===== src/rtl/mic1_mem_arbiter.sv =====
// Arbitrates one single-port synchronous-read RAM between the mic1 data port
// (MAR/MDR) and the instruction-fetch port (PC/MBR), stalling the core until results are stable.
module mic1_mem_arbiter #(
    parameter int ADDR_W     = 16,
    parameter int RD_LATENCY = 1
) (
    input  logic              clk,
    input  logic              resetn,
    input  logic [31:0]       mem_addr,
    input  logic [31:0]       mem_wdata,
    input  logic              mem_read,
    input  logic              mem_write,
    input  logic              mem_fetch,
    input  logic [31:0]       mem_addr_instr,
    output logic [31:0]       mem_rdata,
    output logic [7:0]        mem_rd_instr,
    output logic              stall,
    output logic              protocol_err,
    output logic              ram_en,
    output logic              ram_we,
    output logic [ADDR_W-1:0] ram_addr,
    output logic [31:0]       ram_wdata,
    input  logic [31:0]       ram_rdata
);

    typedef enum logic [1:0] {
        IDLE    = 2'd0,
        WAIT_D  = 2'd1,
        ISSUE_F = 2'd2,
        WAIT_F  = 2'd3
    } state_t;

    localparam logic [2:0] LAT = 3'(RD_LATENCY);

    state_t            state_q, state_d;
    logic [2:0]        cnt_q, cnt_d;
    logic              pend_q, pend_d;
    logic [ADDR_W-1:0] faddr_q, faddr_d;
    logic [1:0]        lane_q, lane_d;
    logic [31:0]       rdata_q, rdata_d;
    logic [7:0]        instr_q, instr_d;

    logic              ram_en_c;
    logic              ram_we_c;
    logic              perr_c;
    logic              data_req;
    logic [ADDR_W-1:0] fetch_word;
    logic [1:0]        fetch_lane;

    // Address bits above the RAM size alias by design.
    logic unused_addr_bits;
    assign unused_addr_bits = ^{mem_addr[31:ADDR_W], mem_addr_instr[31:ADDR_W+2]};

    assign data_req   = mem_read | mem_write;
    assign fetch_word = mem_addr_instr[ADDR_W+1:2];
    assign fetch_lane = mem_addr_instr[1:0];

    // Big-endian byte select: lane 0 is the most significant byte.
    function automatic logic [7:0] sel_lane(input logic [31:0] word, input logic [1:0] lane);
        logic [7:0] b;
        case (lane)
            2'd0:    b = word[31:24];
            2'd1:    b = word[23:16];
            2'd2:    b = word[15:8];
            default: b = word[7:0];
        endcase
        return b;
    endfunction

    always_comb begin
        state_d   = state_q;
        cnt_d     = cnt_q;
        pend_d    = pend_q;
        faddr_d   = faddr_q;
        lane_d    = lane_q;
        rdata_d   = rdata_q;
        instr_d   = instr_q;
        ram_en_c  = 1'b0;
        ram_we_c  = 1'b0;
        perr_c    = 1'b0;
        ram_addr  = mem_addr[ADDR_W-1:0];
        ram_wdata = mem_wdata;

        case (state_q)
            IDLE: begin
                if (data_req) begin
                    ram_en_c = 1'b1;
                    ram_we_c = mem_write;
                    perr_c   = mem_read & mem_write;
                    if (mem_fetch) begin
                        pend_d  = 1'b1;
                        faddr_d = fetch_word;
                        lane_d  = fetch_lane;
                    end
                    // A write wins over a simultaneous read; the read is dropped.
                    if (mem_write) begin
                        if (mem_fetch) begin
                            state_d = ISSUE_F;
                        end
                    end else begin
                        state_d = WAIT_D;
                        cnt_d   = LAT;
                    end
                end else if (mem_fetch) begin
                    ram_en_c = 1'b1;
                    ram_addr = fetch_word;
                    faddr_d  = fetch_word;
                    lane_d   = fetch_lane;
                    state_d  = WAIT_F;
                    cnt_d    = LAT;
                end
            end

            WAIT_D: begin
                cnt_d = cnt_q - 3'd1;
                if (cnt_q == 3'd1) begin
                    rdata_d = ram_rdata;
                    state_d = pend_q ? ISSUE_F : IDLE;
                end
            end

            ISSUE_F: begin
                ram_en_c = 1'b1;
                ram_addr = faddr_q;
                pend_d   = 1'b0;
                state_d  = WAIT_F;
                cnt_d    = LAT;
            end

            WAIT_F: begin
                cnt_d = cnt_q - 3'd1;
                if (cnt_q == 3'd1) begin
                    instr_d = sel_lane(ram_rdata, lane_q);
                    state_d = IDLE;
                end
            end

            default: begin
                state_d = IDLE;
            end
        endcase
    end

    always_ff @(posedge clk or negedge resetn) begin
        if (!resetn) begin
            state_q <= IDLE;
            cnt_q   <= 3'd0;
            pend_q  <= 1'b0;
            faddr_q <= '0;
            lane_q  <= 2'd0;
            rdata_q <= 32'd0;
            instr_q <= 8'd0;
        end else begin
            state_q <= state_d;
            cnt_q   <= cnt_d;
            pend_q  <= pend_d;
            faddr_q <= faddr_d;
            lane_q  <= lane_d;
            rdata_q <= rdata_d;
            instr_q <= instr_d;
        end
    end

    // The RAM strobes are forced off while reset is held, even though IDLE drives them combinationally.
    assign ram_en       = ram_en_c & resetn;
    assign ram_we       = ram_we_c & resetn;
    assign protocol_err = perr_c & resetn;
    assign stall        = (state_q != IDLE);
    assign mem_rdata    = rdata_q;
    assign mem_rd_instr = instr_q;

endmodule


===== config.mk =====
export PLATFORM = sky130hd
export DESIGN_NAME = mic1_mem_arbiter
export DESIGN_NICKNAME = d
export VERILOG_FILES = /design/src/rtl/mic1_mem_arbiter.sv
export SDC_FILE = /design/constraint.sdc
export NUM_CORES = 1
export LEC_CHECK = 0
export CORE_MARGIN = 3
export CORE_UTILIZATION = 39
export CTS_CLUSTER_DIAMETER = 30
export CTS_CLUSTER_SIZE = 10
export DETAILED_ROUTE_END_ITERATION = 16
export GPL_TIMING_DRIVEN = 0
export PLACE_DENSITY_LB_ADDON = 0.3
export REMOVE_ABC_BUFFERS = 1
export SLEW_MARGIN = 30
export SYNTH_ARGS = -nofsm -noshare
export SYNTH_HDL_FRONTEND = slang
export SYNTH_SLANG_ARGS = --single-unit

===== constraint.sdc =====
create_clock -name clk -period 4.2 [get_ports clk]
set_input_delay 0.42 -clock clk [delete_from_list [all_inputs] [get_ports clk]]
set_output_delay 0.42 -clock clk [all_outputs]
set_load 0.1 [all_outputs]

**Word-level counts from Yosys, hierarchy flattened**

Cells that the tools add are included.

- Equal/unequal tests: 13
- Divide/modulo/power cells: 0
- Multiplexer cells: 26
- Order comparisons: 0
- Multipliers: 0
- Bitwise gates (word level): 5
- Shifts and indexed selects: 0
- Add/sub/neg operators: 1
- Reduce and logical (&&, ||, !) cells: 11

Operator list:

| kind | number |
|---|---|
| $mux 16 | 2 |
| $pmux 16 s2 | 1 |
| $pmux 8 s3 | 1 |
| $mux 2 | 7 |
| $mux 3 | 3 |
| $ne 3x3->1 const B | 3 |
| $pmux 3 s3 | 1 |
| $mux 1 | 8 |
| $ne 2x2->1 const B | 4 |
| $pmux 2 s4 | 1 |
| $reduce_and 2->1 | 4 |
| $eq 2x2->1 const B | 3 |
| $and 1x1->1 | 4 |
| $eq 2x1->1 const B | 2 |
| $logic_not 2->1 | 2 |
| $pmux 1 s2 | 2 |
| $reduce_and 4->1 | 1 |
| $reduce_bool 2->1 | 2 |
| $eq 3x1->1 const B | 1 |
| $reduce_and 3->1 | 1 |
| $sub 3x1->3 const B | 1 |
| $reduce_or 2->1 | 1 |
| $or 1x1->1 | 1 |

- Input bits: 133
- Register bits after elaboration: 64
- Word-level logic and storage cells: 63
- ROM bits: 0
- Memories kept: 0
- Bits in latches: 0
- Bits in writable memories: 0
- Output and inout port bits: 92

**Logic depth before layout (Yosys ltp)**

Gate-level depths: netlist of the first run.

- Depth in word-level cells: 4
- Gate-level depth with buffers: 6
- Depth with buffers taken out: 5

**Least setup slack after synthesis of the first run**

No wires, ideal clock.

- Kind: input to output
- Start: in mem_read
- End: out ram_addr[0]
- Buffers on the path: 1
- Required time: 3780 ps
- Data arrival time: 2637 ps
- Setup slack: 1143 ps
- Stages on the path: 4
- Cells stage by stage: nor3b_2 > buf_2 > o22ai_2 > a21oi_1

- Longest elaborated chain between the ends: 3

RTL lines:

| item | RTL line | source |
|---|---|---|
| start, declared | 11 | `input logic mem_read,` |
| $or 1x1->1 | 54 | `assign data_req = mem_read \| mem_write;` |
| $mux 16 | 86 | `if (data_req) begin` |
| $pmux 16 s2 | 84 | `case (state_q)` |
| end, declared | 21 | `output logic [ADDR_W-1:0] ram_addr,` |

Every way passes these cells.

**Worst setup path in the final report of the first run**

- Start: in mem_fetch
- End: out ram_addr[7]

- Longest elaborated chain between the ends: 3

RTL lines:

| item | RTL line | source |
|---|---|---|
| start, declared | 13 | `input logic mem_fetch,` |
| $mux 16 | 104 | `end else if (mem_fetch) begin` |
| $mux 16 | 86 |  |
| $pmux 16 s2 | 84 |  |

Every way passes these cells.

==> results of run 1 <==
-- area by class of cell --
class | instances | area [um2] | area share
flip-flops and latches | 64 | 1600 | 0.336
multi-input cells | 145 | 1400 | 0.294
repair buffers | 133 | 1360 | 0.286
clock buffers | 10 | 138 | 0.0288
well taps | 105 | 131 | 0.0275
clock inverters | 6 | 115 | 0.0241
inverters | 5 | 18.8 | 0.00393
-- logic make-up (layout without fill, tap and decap cells) --
family                     count (synthesis)  in the layout  share of synthesized area
muxes                                     67             67                      0.252
DFF                                       64             64                      0.478
AOI/OAI and AO/OA                         53             53                      0.115
buffers and inverters                     53            154                      0.108
and+or+nand+nor                           22             22                     0.0381
adders and majority gates                  2              2                    0.00746
xor gates and xnor gates                   1              1                    0.00261
-- placed cells by master (no fill, tap or decap), types with 2 or more instances in the layout --
cell type / Yosys / routed
sky130_fd_sc_hd__o22ai_1: 22 / 22
sky130_fd_sc_hd__and2_1: 2 / 2
sky130_fd_sc_hd__inv_1: 4 / 4
sky130_fd_sc_hd__clkbuf_8: 0 / 10
sky130_fd_sc_hd__clkdlybuf4s50_1: 0 / 129
sky130_fd_sc_hd__dfrtp_1: 64 / 64
sky130_fd_sc_hd__ha_1: 2 / 2
sky130_fd_sc_hd__mux2_2: 58 / 58
sky130_fd_sc_hd__bufinv_16: 0 / 3
sky130_fd_sc_hd__buf_16: 0 / 2
sky130_fd_sc_hd__and3_1: 2 / 2
sky130_fd_sc_hd__o22ai_2: 10 / 10
sky130_fd_sc_hd__o21a_1: 2 / 2
sky130_fd_sc_hd__mux4_2: 8 / 8
sky130_fd_sc_hd__nand2b_1: 2 / 2
sky130_fd_sc_hd__a21oi_1: 16 / 16
sky130_fd_sc_hd__nor2_1: 7 / 6
sky130_fd_sc_hd__nand2_1: 4 / 4
-- flip-flops by register name, indices dropped and copies added, names as in the netlist --
name          flops
state_q           2
lane_q            2
mem_rdata        32
pend_q            1
cnt_q             3
mem_rd_instr      8
faddr_q          16
-- Yosys cell counts (3+ instances only) --
cell type                   n
sky130_fd_sc_hd__dfrtp_1   64
sky130_fd_sc_hd__mux2_2    58
sky130_fd_sc_hd__buf_4     34
sky130_fd_sc_hd__o22ai_1   22
sky130_fd_sc_hd__a21oi_1   16
sky130_fd_sc_hd__o22ai_2   10
sky130_fd_sc_hd__mux4_2     8
sky130_fd_sc_hd__buf_2      7
sky130_fd_sc_hd__nor2_1     7
sky130_fd_sc_hd__inv_1      4
sky130_fd_sc_hd__nand2_1    4
sky130_fd_sc_hd__clkbuf_1   3
-- critical path, cell delays in order --
cell and delay (ns):
sky130_fd_sc_hd__clkdlybuf4s50_1 0.57, sky130_fd_sc_hd__nor3b_4 0.80, sky130_fd_sc_hd__o22ai_1 0.17, sky130_fd_sc_hd__a21oi_1 0.19, sky130_fd_sc_hd__clkdlybuf4s50_1 1.15
-- stage by stage --
stage,setup WS [ns],area (um2),hold WS (ns)
final,0.485,4770,0.506
after global placement,-1.04,4440,0.475
after global routing,0.343,4770,0.521
after floorplan,0.893,3010,0.124
after CTS,0.472,4770,0.512
after detailed placement,0.489,4510,0.331
-- worst max path at each step --
stage / start / end / slack, ns / cells after the start
floorplan: mem_read / ram_addr[10] / 0.89 / 3
global placement: resetn / protocol_err / -1.04 / 4
detailed placement: mem_fetch / ram_addr[7] / 0.49 / 5
CTS: mem_fetch / ram_addr[7] / 0.47 / 5
global route: mem_fetch / ram_addr[7] / 0.34 / 5
finish: mem_fetch / ram_addr[7] / 0.48 / 5
-- metal layers --
layer | GRT usage | wire, um | share of wire | up-vias
met5 | 0.0513 | 27 | 0.0029 | -
met4 | 0.0567 | 78 | 0.0084 | 2
met3 | 0.118 | 1370 | 0.15 | 9
met2 | 0.255 | 3770 | 0.41 | 163
met1 | 0.245 | 4020 | 0.43 | 1257
li1 | - | - | - | 1127
-- what timing repair did --
| action | in CTS | in global routing |
|---|---|---|
| hold endpoints to repair | 18 | 0 |
| hold buffers | 1 | 0 |
| setup buffers | 0 | 0 |
==> summary.md, run 1 <==
| Metric | Value |
|---|---|
| Initial core utilization | 0.404 |
| Chip Height | 98.7 um |
| Total of warnings raised by yosys | 0 |
| Insertion delay to the later sink of the worst-skew pair | 0.34 ns |
| Maximum level of the CTS H-tree | 3 |
| Synth cell types | 31 |
| Sum Neg Setup Slack | 0 ns |
| Num CTS Buffers | 9 |
| Maximum net fanout on the critical path | 16 |
| Class of the tightest hold or removal check | register to register |
| Achievable clock frequency | 0.269 GHz |
| CTS Root Buffer Type | sky130_fd_sc_hd__clkbuf_8 |
| Worst Path Arrival | 3.30 ns |
| RePlAce Congestion | 0.801 |
| Drt first pass iters | 4 |
| Die Footprint | 9740 um2 |
| Clock-pin transition on the worst setup and hold timing paths | 0.07 ns |
| Post-Synthesis Cells | 262 |
| Hold Path Cell Cnt | 1 |
| CP Class | input pin to output pin |
| Remaining antenna violation count after routing | 0 |
| Terminus of the critical flop-to-flop path | faddr_q[14] |
| CP Data Required Time | 3.78 ns |
| Reg2reg setup slack | 2.15 ns |
| Max Cap Viol | 0 |
| Global-route wire length before repair | 14.3 mm |
| Worst flop-to-flop path startpoint | state_q[1] |
| Filler cell count | 726 |
| Number of placed instances with taps included | 451 |
| Post-synthesis register bit count | 64 |
| Syn Area/Cell | 12.8 um2 |
| Main area contributors after synthesis | sky130_fd_sc_hd__dfrtp_1 48%, sky130_fd_sc_hd__mux2_2 19%, sky130_fd_sc_hd__buf_4 7.6%, sky130_fd_sc_hd__mux4_2 5.4%, sky130_fd_sc_hd__o22ai_1 4.1% |
| Startpoint class of the critical path | input pin |
| Number of global-route vias before repair | 2662 |
| Starting DRC count in detailed routing | 48 |
| Number of nets in the final layout | 493 |
| Number of design rule violations left after detail routing | 0 |
| Number of instances resized during post-cts repair | 0 |
| Setup repair after global routing missed its margin | false |
| Mean number of vias per cell | 5.47 |
| Slew HR | 0.325 |
| Area growth from synthesis to layout | 42.3% |
| Share of cells above drive strength 1 | 0.270 |
| Most frequently used flop master after synthesis | sky130_fd_sc_hd__dfrtp_1 |
| Synth top area share | 0.478 |
| Number of standard cells in the final layout excluding fillers | 468 |
| Final number of setup-violating endpoints | 0 |
| Congestion Overflow GR | 0 |
| Core Area | 8300 um2 |
| Time the worst path needs with I/O delays and setup | 3.72 ns |
| Sinks on Clock Net | 64 |
| Worst-case reg-to-reg path depth | 3 |
| Worst slew pin tran | 1.01 ns |
| Clock tree from TritonCTS | built |
| Final HPWL from detailed placement | 6.88 mm |
| Async set-reset flop share out of synthesis | 1.00 |
| I/O pin count | 225 |
| Pin count of the biggest net entering global routing | 47 |
| Antenna violations before repair | 0 |
| Avg WL per Cell | 19.8 um |
| Final clock period utilization by the worst path | 0.885 |
| Port Buf Inserts | 130 |
| Largest area contributor in the netlist | sky130_fd_sc_hd__dfrtp_1 |
| Cell Area, Synth | 3350 um2 |
| Number of failing hold endpoints at the final stage | 0 |
| Number of antenna repair diodes | 0 |
| Chip width | 98.7 um |
| Number of enable flip-flop cells after synthesis | 0 |
| Cell row count | 33 |
| Sequential area share after synthesis | 0.478 |
| Type of element capturing the critical path | output pin |
| Final max-slew violation count | 0 |
| Number of vias after detailed routing | 2558 |
| Utilization after layout | 0.575 |
| Final routed wirelength across all metal layers | 9.26 mm |
| Result of the run | completed |
| Fin Clk Skew | 0.0133 ns |
| Max Root-Sink Buffers | 2 |
| Hold endpoint | pend_q |
| Startpoint of the worst hold path | pend_q |
| Total routing usage reported by global routing | 0.188 |
Power of run 1 is not shown: default switching activity piles up to over one toggle a cycle in this logic, so the estimate is an artifact.
==> run 2: changes to the inputs <==
--- a/config.mk
+++ b/config.mk
@@ -11,7 +11,8 @@
 export CTS_CLUSTER_SIZE = 10
 export DETAILED_ROUTE_END_ITERATION = 16
 export GPL_TIMING_DRIVEN = 0
-export PLACE_DENSITY_LB_ADDON = 0.3
+export HOLD_SLACK_MARGIN = 0.1
+export PLACE_DENSITY = 0.85
 export REMOVE_ABC_BUFFERS = 1
 export SLEW_MARGIN = 30
 export SYNTH_ARGS = -nofsm -noshare
==> run 2 against run 1 <==
Wire length grew 1.5%. Largest cell class unchanged. Setup slack lost 0.0086 ns. Clock skew shrank 0.0058 ns. Count of clock-buffer cells in the layout grew 2. Critical endpoint is now ram_addr[9]. Sequential share of layout area grew 0.39 points.
==> summary.md, run 2 (synthesis gave the netlist of run 1 again) <==
| Metric | Value |
|---|---|
| Initial core utilization | 0.404 |
| Number of design rule violations left after detail routing | 0 |
| Worst flop-to-flop path startpoint | state_q[1] |
| Final number of setup-violating endpoints | 0 |
| Hold endpoint | cnt_q[1] |
| Antenna violations before repair | 0 |
| Startpoint class of the critical path | input pin |
| Hold Path Cell Cnt | 1 |
| Die Footprint | 9740 um2 |
| Number of vias after detailed routing | 2529 |
| Number of instances resized during post-cts repair | 0 |
| Type of element capturing the critical path | output pin |
| Result of the run | completed |
| Number of nets in the final layout | 493 |
| Core Area | 8300 um2 |
| Final clock period utilization by the worst path | 0.887 |
| Achievable clock frequency | 0.269 GHz |
| RePlAce Congestion | 0.804 |
| Port Buf Inserts | 130 |
| Cell row count | 33 |
| Setup Fix Bufs, Post-CTS | 0 |
| Final max-slew violation count | 0 |
| Final critical-path setup slack | 0.476 ns |
| Utilization after layout | 0.568 |
| Class of the tightest hold or removal check | register to register |
| Number of failing hold endpoints at the final stage | 0 |
| Maximum net fanout on the critical path | 16 |
| Startpoint of the worst hold path | cnt_q[1] |
| Worst slew pin tran | 1.05 ns |
| CTS Root Buffer Type | sky130_fd_sc_hd__clkbuf_8 |
| Chip width | 98.7 um |
| Final HPWL from detailed placement | 7.16 mm |
| Starting DRC count in detailed routing | 56 |
| Biggest cell delay along the critical path | 1.15 ns |
| Reg2reg setup slack | 2.21 ns |
| CP Class | input pin to output pin |
| Setup repair after global routing missed its margin | false |
| Maximum level of the CTS H-tree | 3 |
| Worst Path Arrival | 3.30 ns |
| Terminus of the critical flop-to-flop path | faddr_q[2] |
| Number of global-route vias before repair | 2718 |
| Max Root-Sink Buffers | 2 |
| Num CTS Buffers | 9 |
| Clock-pin transition on the worst setup and hold timing paths | 0.06 ns |
| Commonest non-fill, non-tap cell in the layout | sky130_fd_sc_hd__clkdlybuf4s50_1 |
| Drt first pass iters | 4 |
| Area growth from synthesis to layout | 40.7% |
| Congestion Overflow GR | 0 |
| CP Data Required Time | 3.78 ns |
| Post-route worst hold slack | 0.505 ns |
| Most used cell, CP | sky130_fd_sc_hd__clkdlybuf4s50_1 |
| Number of antenna repair diodes | 0 |
| Slew HR | 0.298 |
| CP cell instances | clkdlybuf4s50_1, nor3b_4, o22ai_1, a21oi_1, clkdlybuf4s50_1 |
| Worst-case reg-to-reg path depth | 3 |
| Clock tree from TritonCTS | built |
| Share of cells above drive strength 1 | 0.268 |
| Largest register FFs | 32 |
| Sinks on Clock Net | 64 |
| Total routing usage reported by global routing | 0.192 |
| Pin count of the biggest net entering global routing | 39 |
| Insertion delay to the later sink of the worst-skew pair | 0.33 ns |
| Mean number of vias per cell | 5.42 |
| Slowest cell on crit path | sky130_fd_sc_hd__clkdlybuf4s50_1 |
| Time the worst path needs with I/O delays and setup | 3.72 ns |
| Remaining antenna violation count after routing | 0 |
| Global-route wire length before repair | 14.4 mm |
| Highest-count cells in the layout ignoring fill and taps | 129 x sky130_fd_sc_hd__clkdlybuf4s50_1, 64 x sky130_fd_sc_hd__dfrtp_1, 58 x sky130_fd_sc_hd__mux2_2 |
| Final routed wirelength across all metal layers | 9.40 mm |
| Fin Clk Skew | 0.00742 ns |
| Max Cap Viol | 0 |
| Avg WL per Cell | 20.1 um |
| Chip Height | 98.7 um |
| Number of hold-repair buffers added at the cts stage | 1 |
| I/O pin count | 225 |
| DP Worst Slack | 0.478 ns |
## run 2: area by class of cell
type / count / area, um2
clock buffers: 12 / 165
clock inverters: 3 / 40.0
fillers: 693 / 3580
inverters: 5 / 18.8
multi-input cells: 145 / 1400
flip-flops and latches: 64 / 1600
well taps: 105 / 131
repair buffers: 133 / 1360
## run 2: stage by stage
step	cell area, um2	setup TNS, ns	std cells
finish	4720	0	467
global route	4720	0	467
CTS	4720	0	467
detailed placement	4500	0	451
global placement	4440	-2.45	449
floorplan	3010	0	214
## run 2: how the worst max path moves through the flow
stage / start / end / slack [ns] / depth (start not counted)
final: mem_read / ram_addr[9] / 0.48 / 5
after CTS: mem_fetch / ram_addr[9] / 0.48 / 5
after detailed placement: mem_fetch / ram_addr[9] / 0.48 / 5
after floorplan: mem_read / ram_addr[10] / 0.89 / 3
after global routing: mem_read / ram_addr[9] / 0.30 / 5
after global placement: resetn / protocol_err / -0.90 / 4
## run 2: critical path, delay by kind of cell
family,cells,cell delay [ns]
compound gates,2,0.37
buf+inv,2,1.68
simple gates,1,0.81
## run 2: metal layers
metal | routed length (um) | up-vias | track usage
li1 | - | 1121 | -
met1 | 3700 | 1218 | 0.222
met2 | 4150 | 175 | 0.287
met3 | 1390 | 13 | 0.120
met4 | 113 | 2 | 0.0641
met5 | 48 | - | 0.0564
Power of run 2 is left out for the same reason.
==> run 3: changes to the inputs <==
--- a/config.mk
+++ b/config.mk
@@ -18,3 +18,4 @@
 export SYNTH_ARGS = -nofsm -noshare
 export SYNTH_HDL_FRONTEND = slang
 export SYNTH_SLANG_ARGS = --single-unit
+export TNS_END_PERCENT = 100
==> results of run 3 <==
Same layout as run 2: the final DEF is identical, and so are final timing and power.
Power of run 3 is left out for the same reason.
